File: src/rtl/vga_pkg.sv
// Shared 640x480@60 raster constants and types for the VGA sync generator
// and the character/graphics generator that consumes its coordinates.
package vga_pkg;

    localparam int COORD_W = 10;

    localparam int VGA_H_VIS  = 640;
    localparam int VGA_H_FP   = 16;
    localparam int VGA_H_SYNC = 96;
    localparam int VGA_H_BP   = 48;

    localparam int VGA_V_VIS  = 480;
    localparam int VGA_V_FP   = 10;
    localparam int VGA_V_SYNC = 2;
    localparam int VGA_V_BP   = 33;

    localparam int VGA_H_TOT =
        VGA_H_VIS + VGA_H_FP + VGA_H_SYNC + VGA_H_BP;
    localparam int VGA_V_TOT =
        VGA_V_VIS + VGA_V_FP + VGA_V_SYNC + VGA_V_BP;

    localparam int VGA_HS_START = VGA_H_VIS + VGA_H_FP;
    localparam int VGA_HS_END   = VGA_HS_START + VGA_H_SYNC;
    localparam int VGA_VS_START = VGA_V_VIS + VGA_V_FP;
    localparam int VGA_VS_END   = VGA_VS_START + VGA_V_SYNC;

    typedef logic [COORD_W-1:0] coord_t;

    typedef struct packed {
        logic hsync;
        logic vsync;
        logic video_on;
    } sync_bus_t;

    function automatic logic in_span(
        input coord_t v,
        input coord_t lo,
        input coord_t hi
    );
        return (v >= lo) && (v < hi);
    endfunction

endpackage

File: src/rtl/sync_delay_line.sv
// Tick-enabled shift register that delays the sync bundle so it lines up
// with the pixel data coming out of the graphics pipeline.
module sync_delay_line
    import vga_pkg::*;
#(
    parameter int        DEPTH   = 2,
    parameter sync_bus_t RST_VAL = '0
) (
    input  logic      clk,
    input  logic      rst_n,
    input  logic      en,
    input  sync_bus_t din,
    output sync_bus_t dout
);

    sync_bus_t stage_q [DEPTH];
    sync_bus_t stage_d [DEPTH];

    always_comb begin
        for (int i = 0; i < DEPTH; i++) begin
            stage_d[i] = stage_q[i];
        end
        if (en) begin
            stage_d[0] = din;
            for (int i = 1; i < DEPTH; i++) begin
                stage_d[i] = stage_q[i-1];
            end
        end
    end

    always_ff @(posedge clk or negedge rst_n) begin
        if (!rst_n) begin
            for (int i = 0; i < DEPTH; i++) begin
                stage_q[i] <= RST_VAL;
            end
        end else begin
            for (int i = 0; i < DEPTH; i++) begin
                stage_q[i] <= stage_d[i];
            end
        end
    end

    assign dout = stage_q[DEPTH-1];

endmodule

File: src/rtl/vga_sync_gen.sv
// VGA raster timing generator: pixel tick divider, scan counters,
// registered sync/blank decode and a delayed copy for the connector.
module vga_sync_gen
    import vga_pkg::*;
#(
    parameter int CLK_DIV  = 1,
    parameter int H_VIS    = VGA_H_VIS,
    parameter int H_FP     = VGA_H_FP,
    parameter int H_SYNC   = VGA_H_SYNC,
    parameter int H_BP     = VGA_H_BP,
    parameter int V_VIS    = VGA_V_VIS,
    parameter int V_FP     = VGA_V_FP,
    parameter int V_SYNC   = VGA_V_SYNC,
    parameter int V_BP     = VGA_V_BP,
    parameter bit SYNC_POL = 1'b0,
    parameter int PIPE_DLY = 2
) (
    input  logic               CLK,
    input  logic               RESET,
    output logic [COORD_W-1:0] pix_x,
    output logic [COORD_W-1:0] pix_y,
    output logic               p_tick,
    output logic               video_on,
    output logic               hsync,
    output logic               vsync,
    output logic               hsync_d,
    output logic               vsync_d,
    output logic               video_on_d,
    output logic               frame_start
);

    localparam int H_TOT = H_VIS + H_FP + H_SYNC + H_BP;
    localparam int V_TOT = V_VIS + V_FP + V_SYNC + V_BP;

    if (H_TOT > 1024 || V_TOT > 1024) begin : g_bad_tot
        $error("vga_sync_gen: H_TOT/V_TOT exceed 10-bit counters");
    end
    if (CLK_DIV < 1 || CLK_DIV > 8) begin : g_bad_div
        $error("vga_sync_gen: CLK_DIV must be 1..8");
    end
    if (PIPE_DLY < 0 || PIPE_DLY > 4) begin : g_bad_dly
        $error("vga_sync_gen: PIPE_DLY must be 0..4");
    end

    localparam coord_t H_LAST   = coord_t'(H_TOT - 1);
    localparam coord_t V_LAST   = coord_t'(V_TOT - 1);
    localparam coord_t H_VIS_C  = coord_t'(H_VIS);
    localparam coord_t V_VIS_C  = coord_t'(V_VIS);
    localparam coord_t HS_START = coord_t'(H_VIS + H_FP);
    localparam coord_t HS_END   = coord_t'(H_VIS + H_FP + H_SYNC);
    localparam coord_t VS_START = coord_t'(V_VIS + V_FP);
    localparam coord_t VS_END   = coord_t'(V_VIS + V_FP + V_SYNC);

    localparam logic [2:0] DIV_LAST = 3'(CLK_DIV - 1);
    localparam logic       ASSERTED = SYNC_POL;
    localparam logic       IDLE_LVL = ~SYNC_POL;

    logic [2:0] div_q, div_d;
    logic       tick_q, tick_d;
    coord_t     x_q, x_d;
    coord_t     y_q, y_d;
    logic       hs_q, hs_d;
    logic       vs_q, vs_d;
    logic       vo_q, vo_d;
    logic       h_last, v_last;

    always_comb begin
        div_d  = (div_q == DIV_LAST) ? 3'd0 : div_q + 3'd1;
        tick_d = (div_d == DIV_LAST);
        h_last = (x_q == H_LAST);
        v_last = (y_q == V_LAST);
        x_d    = x_q;
        y_d    = y_q;
        if (tick_q) begin
            x_d = h_last ? '0 : x_q + coord_t'(1);
            if (h_last) begin
                y_d = v_last ? '0 : y_q + coord_t'(1);
            end
        end
        // Decode from the next count so sync stays coherent with pix_x/y.
        hs_d = in_span(x_d, HS_START, HS_END) ? ASSERTED : IDLE_LVL;
        vs_d = in_span(y_d, VS_START, VS_END) ? ASSERTED : IDLE_LVL;
        vo_d = (x_d < H_VIS_C) && (y_d < V_VIS_C);
    end

    always_ff @(posedge CLK or negedge RESET) begin
        if (!RESET) begin
            div_q  <= '0;
            tick_q <= 1'b0;
            x_q    <= '0;
            y_q    <= '0;
            hs_q   <= IDLE_LVL;
            vs_q   <= IDLE_LVL;
            vo_q   <= 1'b1;
        end else begin
            div_q  <= div_d;
            tick_q <= tick_d;
            x_q    <= x_d;
            y_q    <= y_d;
            hs_q   <= hs_d;
            vs_q   <= vs_d;
            vo_q   <= vo_d;
        end
    end

    assign pix_x       = x_q;
    assign pix_y       = y_q;
    assign p_tick      = tick_q;
    assign hsync       = hs_q;
    assign vsync       = vs_q;
    assign video_on    = vo_q;
    assign frame_start = tick_q & h_last & v_last;

    sync_bus_t sync_now, sync_dly;

    assign sync_now = '{hsync: hs_q, vsync: vs_q, video_on: vo_q};

    if (PIPE_DLY == 0) begin : g_no_dly
        assign sync_dly = sync_now;
    end else begin : g_dly
        localparam sync_bus_t DLY_RST =
            '{hsync: IDLE_LVL, vsync: IDLE_LVL, video_on: 1'b0};

        sync_delay_line #(
            .DEPTH   (PIPE_DLY),
            .RST_VAL (DLY_RST)
        ) u_dly (
            .clk   (CLK),
            .rst_n (RESET),
            .en    (tick_q),
            .din   (sync_now),
            .dout  (sync_dly)
        );
    end

    assign hsync_d    = sync_dly.hsync;
    assign vsync_d    = sync_dly.vsync;
    assign video_on_d = sync_dly.video_on;

endmodule

File: config.mk
export PLATFORM = sky130hd
export DESIGN_NAME = vga_sync_gen
export DESIGN_NICKNAME = d
export VERILOG_FILES = /design/src/rtl/vga_pkg.sv /design/src/rtl/sync_delay_line.sv /design/src/rtl/vga_sync_gen.sv
export SDC_FILE = /design/constraint.sdc
export NUM_CORES = 1
export LEC_CHECK = 0
export CAP_MARGIN = 10
export CELL_PAD_IN_SITES_DETAIL_PLACEMENT = 0
export CELL_PAD_IN_SITES_GLOBAL_PLACEMENT = 2
export CORE_MARGIN = 2
export CORE_UTILIZATION = 35
export DETAILED_ROUTE_END_ITERATION = 8
export DONT_BUFFER_PORTS = 1
export PLACE_DENSITY_LB_ADDON = 0.1
export SETUP_SLACK_MARGIN = 0.02
export SKIP_LAST_GASP = 1
export SYNTH_ARGS = -nofsm -noshare
export SYNTH_HDL_FRONTEND = slang
export SYNTH_HIERARCHICAL = 1
export SYNTH_SLANG_ARGS = --single-unit
export TNS_END_PERCENT = 50
File: constraint.sdc
create_clock -name CLK -period 2.2 [get_ports CLK]
set_input_delay 0 -clock CLK [delete_from_list [all_inputs] [get_ports CLK]]
set_output_delay 0 -clock CLK [all_outputs]
set_load 0.01 [all_outputs]
# After elaboration in Yosys (flattened, before gate mapping)
# Cells that the tools add are included.
# totals
in_bits	2
ff_bits	33
out_inout_bits	28
# classes
magnitude_cmp	6
reduce_logical	5
mux	8
addsub	3
n_eq_ne	2
bitwise_logic	2
# ops
op	count
$mux W10	5
$add A10 B1 Y10 const B	2
$eq A10 B10 Y1 const B	2
$lt A10 B10 Y1 const B	2
$lt A10 B9 Y1 const B	2
$ge A10 B10 Y1 const B	1
$ge A10 B9 Y1 const B	1
$logic_not A3 Y1	2
$add A3 B1 Y3 const B	1
$logic_and A1 B1 Y1	3
$mux W3	1
$and A1 B1 Y1	2
$mux W1	2

# Longest topological paths before layout
# depth
depth_word	7
ltp_mapped	8
ltp_nobuf	7

# Modules after synthesis
# The synthesis kept the hierarchy.
# by_module_without_submodules
module	area_per_inst_um2	n_inst	seq_area_each_um2	cells_per_inst
vga_sync_gen	1514.0	1	679.4	160
sync_delay_line	279.0	1	155.1	16

# Worst setup path before layout
# No wires, ideal clock.
# synth_timing
path_type	register to register
start	register x_q[0], in the netlist pix_x[0]
end	register vs_q, in the netlist vsync
setup_ps	95
setup_slack_ps	-39
arrival_ps	2143
period_less_slack_ps	2239
n_path_buf	1
path_stages_with_launch	8
cell_sequence	dfrtp_1 -> ha_1 -> nand3_2 -> or4_4 -> buf_6 -> a211o_1 -> a221oi_2 -> o221ai_2
# synth_via
elab_chain_len	6
# synth_lines
element	line	source
start, declared	vga_sync_gen.sv:60	coord_t x_q, x_d;
start signal, assigned	vga_sync_gen.sv:90	x_q <= '0;
start signal, assigned	vga_sync_gen.sv:98	x_q <= x_d;
$eq A10 B10 Y1 *	vga_sync_gen.sv:70	h_last = (x_q == H_LAST);
$mux W10 *	vga_sync_gen.sv:76	if (h_last) begin
$mux W10 *	vga_sync_gen.sv:74	if (tick_q) begin
$ge A10 B9 Y1 or $lt A10 B9 Y1 (tied branches)	vga_pkg.sv:40	return (v >= lo) && (v < hi);
$logic_and A1 B1 Y1 *	vga_pkg.sv:40	
$mux W1 *	vga_sync_gen.sv:82	vs_d = in_span(y_d, VS_START, VS_END) ? ASSERTED : IDLE_LVL;
via vs_d	vga_sync_gen.sv:63	logic vs_q, vs_d;
end signal, assigned	vga_sync_gen.sv:101	vs_q <= vs_d;
end, declared	vga_sync_gen.sv:63	
# The timed path passes the listed nets; every way through them passes the cells marked *.
# A chain may end at the register's enable or synchronous reset.

# Worst setup path in the final report
# layout_timing
start	register x_q[5], in the netlist pix_x[5]
end	register vo_q, in the netlist video_on
# layout_via
elab_chain_len	5
# layout_lines
element	line	source
$add A10 B1 Y10 or $eq A10 B10 Y1 (tied branches)	vga_sync_gen.sv:75, vga_sync_gen.sv:70	
$mux W10, on equally long branches	vga_sync_gen.sv:75, vga_sync_gen.sv:76	
$mux W10	vga_sync_gen.sv:74	
$lt A10 B10 Y1 or $lt A10 B9 Y1 (tied branches)	vga_sync_gen.sv:83	vo_d = (x_d < H_VIS_C) && (y_d < V_VIS_C);
$logic_and A1 B1 Y1 *	vga_sync_gen.sv:83	
via vo_d	vga_sync_gen.sv:64	logic vo_q, vo_d;
end signal, assigned	vga_sync_gen.sv:102	vo_q <= vo_d;
end, declared	vga_sync_gen.sv:64	
# Marked as above.

==> results by group <==
Place
  • Placer Congestion: 0.941
  • DP Worst Slack: 0.0567 ns
  • Area after DPL: 2020 um^2
  • PortBufs: 0
  • Placed instance count: 263
  • HPWL after DPL: 3.15 mm

Yosys
  • Netlist Area Pre-Place: 1790 um^2
  • Top post-synthesis cells by area: dfrtp_1 (36%), dfstp_2 (10%), mux2_4 (5.0%), nand2_1 (3.6%), ha_1 (3.5%)
  • Mean Syn Cell Area: 10.2 um^2
  • Yosys top cell area share: 36.3%
  • Yosys warnings: 6
  • EDFF count, synth: 0
  • Yosys reg bits: 33
  • Synth Net Count: 183
  • Synth cell types: 45
  • Seq/Total Area, Yosys: 46.5%
  • Syn Inst Count: 176
  • Top FF cell, synth: dfrtp_1
  • Async S/R FF share, synth: 100%
  • Area leader, netlist: dfrtp_1

CTS
  • TritonCTS Buffers: 5
  • Later-pin clock latency in the skew report: 0.28 ns
  • Htree depth: 2
  • Clock Tree Buf Depth: 2
  • TritonCTS clock tree: built
  • TritonCTS sink count: 33
  • Reg clk slew, reported paths: 0.06 ns
  • Root buffer cell: clkbuf_8

Cells and area
  • Non-filler instance count after layout: 275
  • Multi-input logic area: 870 um^2
  • Most frequent cells in the layout: buf_4 (30), dfrtp_1 (26), nand2_1 (17)
  • Seq. cell area: 835 um^2
  • Share of layout cells above drive strength 1: 30.2%
  • Layout Utilization: 43.6%
  • Commonest non-fill, non-tap cell in the layout: buf_4
  • Number of diodes: 0
  • Filler Cells Inserted: 521
  • Post-layout instance area: 2180 um^2
  • # nets final: 211
  • Area delta synth->final: 21.7%

STA
  • Tightest Pin Transition: 0.500 ns
  • Period minus WS final: 2.13 ns
  • Slew Viols, Final: 0
  • Relative slew slack: 66.3%
  • Post-route clock period utilization: 96.6%
  • Setup-failing EPs final: 0
  • Setup Skew: 0.00367 ns
  • Final WS setup: 0.0738 ns
  • Fmax: 0.470 GHz
  • RSZ-0062 raised after global routing: true
  • Final Hold Fails: 0

Critical path
  • WP data arrival: 2.31 ns
  • Crit start category: flip-flop
  • Crit-path max FO: 4
  • Worst r2r path cells: 5
  • CP Class: flip-flop to flip-flop
  • R2R Path End: video_on
  • Reg2Reg Setup Slack: 0.07 ns
  • Worst R2R Start: pix_x[5]
  • Data required, critical path: 2.38 ns
  • CP Capture Type: flip-flop

Status
  • Status: finished clean

Floorplanning
  • Die Span Y: 75.6 um
  • Area of the core: 5010 um^2
  • Top Ports: 30
  • Die W: 75.6 um
  • # rows: 26
  • Die ar.: 5710 um^2
  • Initial Util: 35.8%

Pwr
  • Leakage power: 0.936 nW
  • Max VDD drop: 0.201 mV
  • Power Density: 513 nW/um^2
  • Total Power: 1.12 mW

Flow run
  • Max-cap check violation count: 0

Detailed routing
  • 1st-iter DRT viols: 67
  • Vias: 1390
  • Iteration count of the initial detailed-routing pass: 4
  • Final WL: 4.17 mm
  • Post-DRT Antenna Nets: 0
  • Number of remaining DRC errors: 0
  • DR vias/cell: 5.05
  • Routed len/inst: 15.1 um

Global route
  • Largest net degree at the start of global routing: 34
  • First-pass GRT wire length: 6.81 mm
  • GRT Util Overall: 16.3%
  • Total gr overflow: 0
  • Vias in the first global route: 1394
  • Initial antenna violation count: 0

Worst hold path
  • Hold crit path type: primary input to asynchronous set/reset pin
[state kept, by name, summed over array words and instances (netlist names)]
signal,flops
g_dly.u_dly/dout,3
hsync,1
p_tick,1
pix_x,10
g_dly.u_dly/stage_q,3
pix_y,10
video_on,1
vsync,1
div_q,3
[repair_timing]
item | in CTS | in global routing
endpoints found under the hold margin | 33 | 0
resized for setup | 0 | 3
endpoints found under the setup margin | 0 | 2
hold buffers | 2 | 0
buffers inserted | 0 | 2
[per-stage QoR]
stage / setup TNS [ns] / hold WS, ns
after global placement: 0 / -0.294
after global routing: -0.0332 / 0.170
final: 0 / 0.168
after CTS: 0 / 0.161
after floorplan: -0.0231 / -0.296
after detailed placement: 0 / -0.295
[cells by family after synthesis]
group                      synth area share [%]
and+or+nand+nor                            20.5
adders and majority gates                  3.49
xor gates and xnor gates                   5.86
buffers and inverters                      5.79
AOI/OAI and AO/OA                          11.7
muxes                                      6.14
DFF                                        46.5
[per-layer routing]
layer | up-vias | global-route usage, % | wire (um)
met2 | 38 | 24.1 | 1850
met5 | - | 0 | 0
met4 | 0 | 8.38 | 121
met1 | 659 | 21.6 | 1950
li1 | 681 | - | -
met3 | 12 | 5.03 | 236
[synthesized netlist by cell type, types with 2 or more instances]
library cell  instances
mux2_4                6
nor3_1                3
nor2_1               16
or4_1                 2
clkbuf_1              4
and2_1                2
ha_1                  5
buf_4                 3
inv_1                 9
dfrtp_1              26
dfstp_2               7
a21oi_1               6
nand3_1               6
or3_1                 2
and3_1                3
o21ai_0               9
xor2_1                7
o311ai_1              2
mux2i_1               2
xnor2_1               5
nand2_1              17
nand4_1              10
buf_6                 2
[report_power, final]
| part | switching [mW] | total [mW] | internal [mW] |
|---|---|---|---|
| Sequential | 0 | 0.607 | 0.607 |
| Combinational | 0.0120 | 0.0169 | 0.00485 |
| Clock | 0.213 | 0.496 | 0.282 |
| Total | 0.225 | 1.12 | 0.895 |
[worst max path at each step]
| stage | startpoint | end | slack (ns) | cells past startpoint |
|---|---|---|---|---|
| 2_1_floorplan | pix_x[0] | vsync | -0.02 | 7 |
| 3_3_place_gp | pix_x[5] | video_on | 0.10 | 5 |
| 3_5_place_dp | pix_x[5] | video_on | 0.06 | 5 |
| 4_1_cts | pix_x[5] | video_on | 0.04 | 5 |
| 5_1_grt | pix_x[5] | video_on | -0.02 | 5 |
| 6_report | pix_x[5] | video_on | 0.07 | 5 |
[worst max-delay path, stage by stage, from the launching register on]
cell,delay [ns]
dfrtp_1,0.38
or3_4,0.39
or4_4,0.46
o311ai_2,0.32
a221oi_2,0.13
a2111oi_2,0.34
[final cells by class]
type / instances / area share, %
timing repair buffer: 32 / 11.7
multi-input combinational: 123 / 39.9
tap: 70 / 4.01
inverter: 9 / 1.55
clock inverter: 1 / 0.229
sequential: 33 / 38.2
clock buffer: 7 / 4.42
Note: power is estimated with default switching activity, not from simulation.
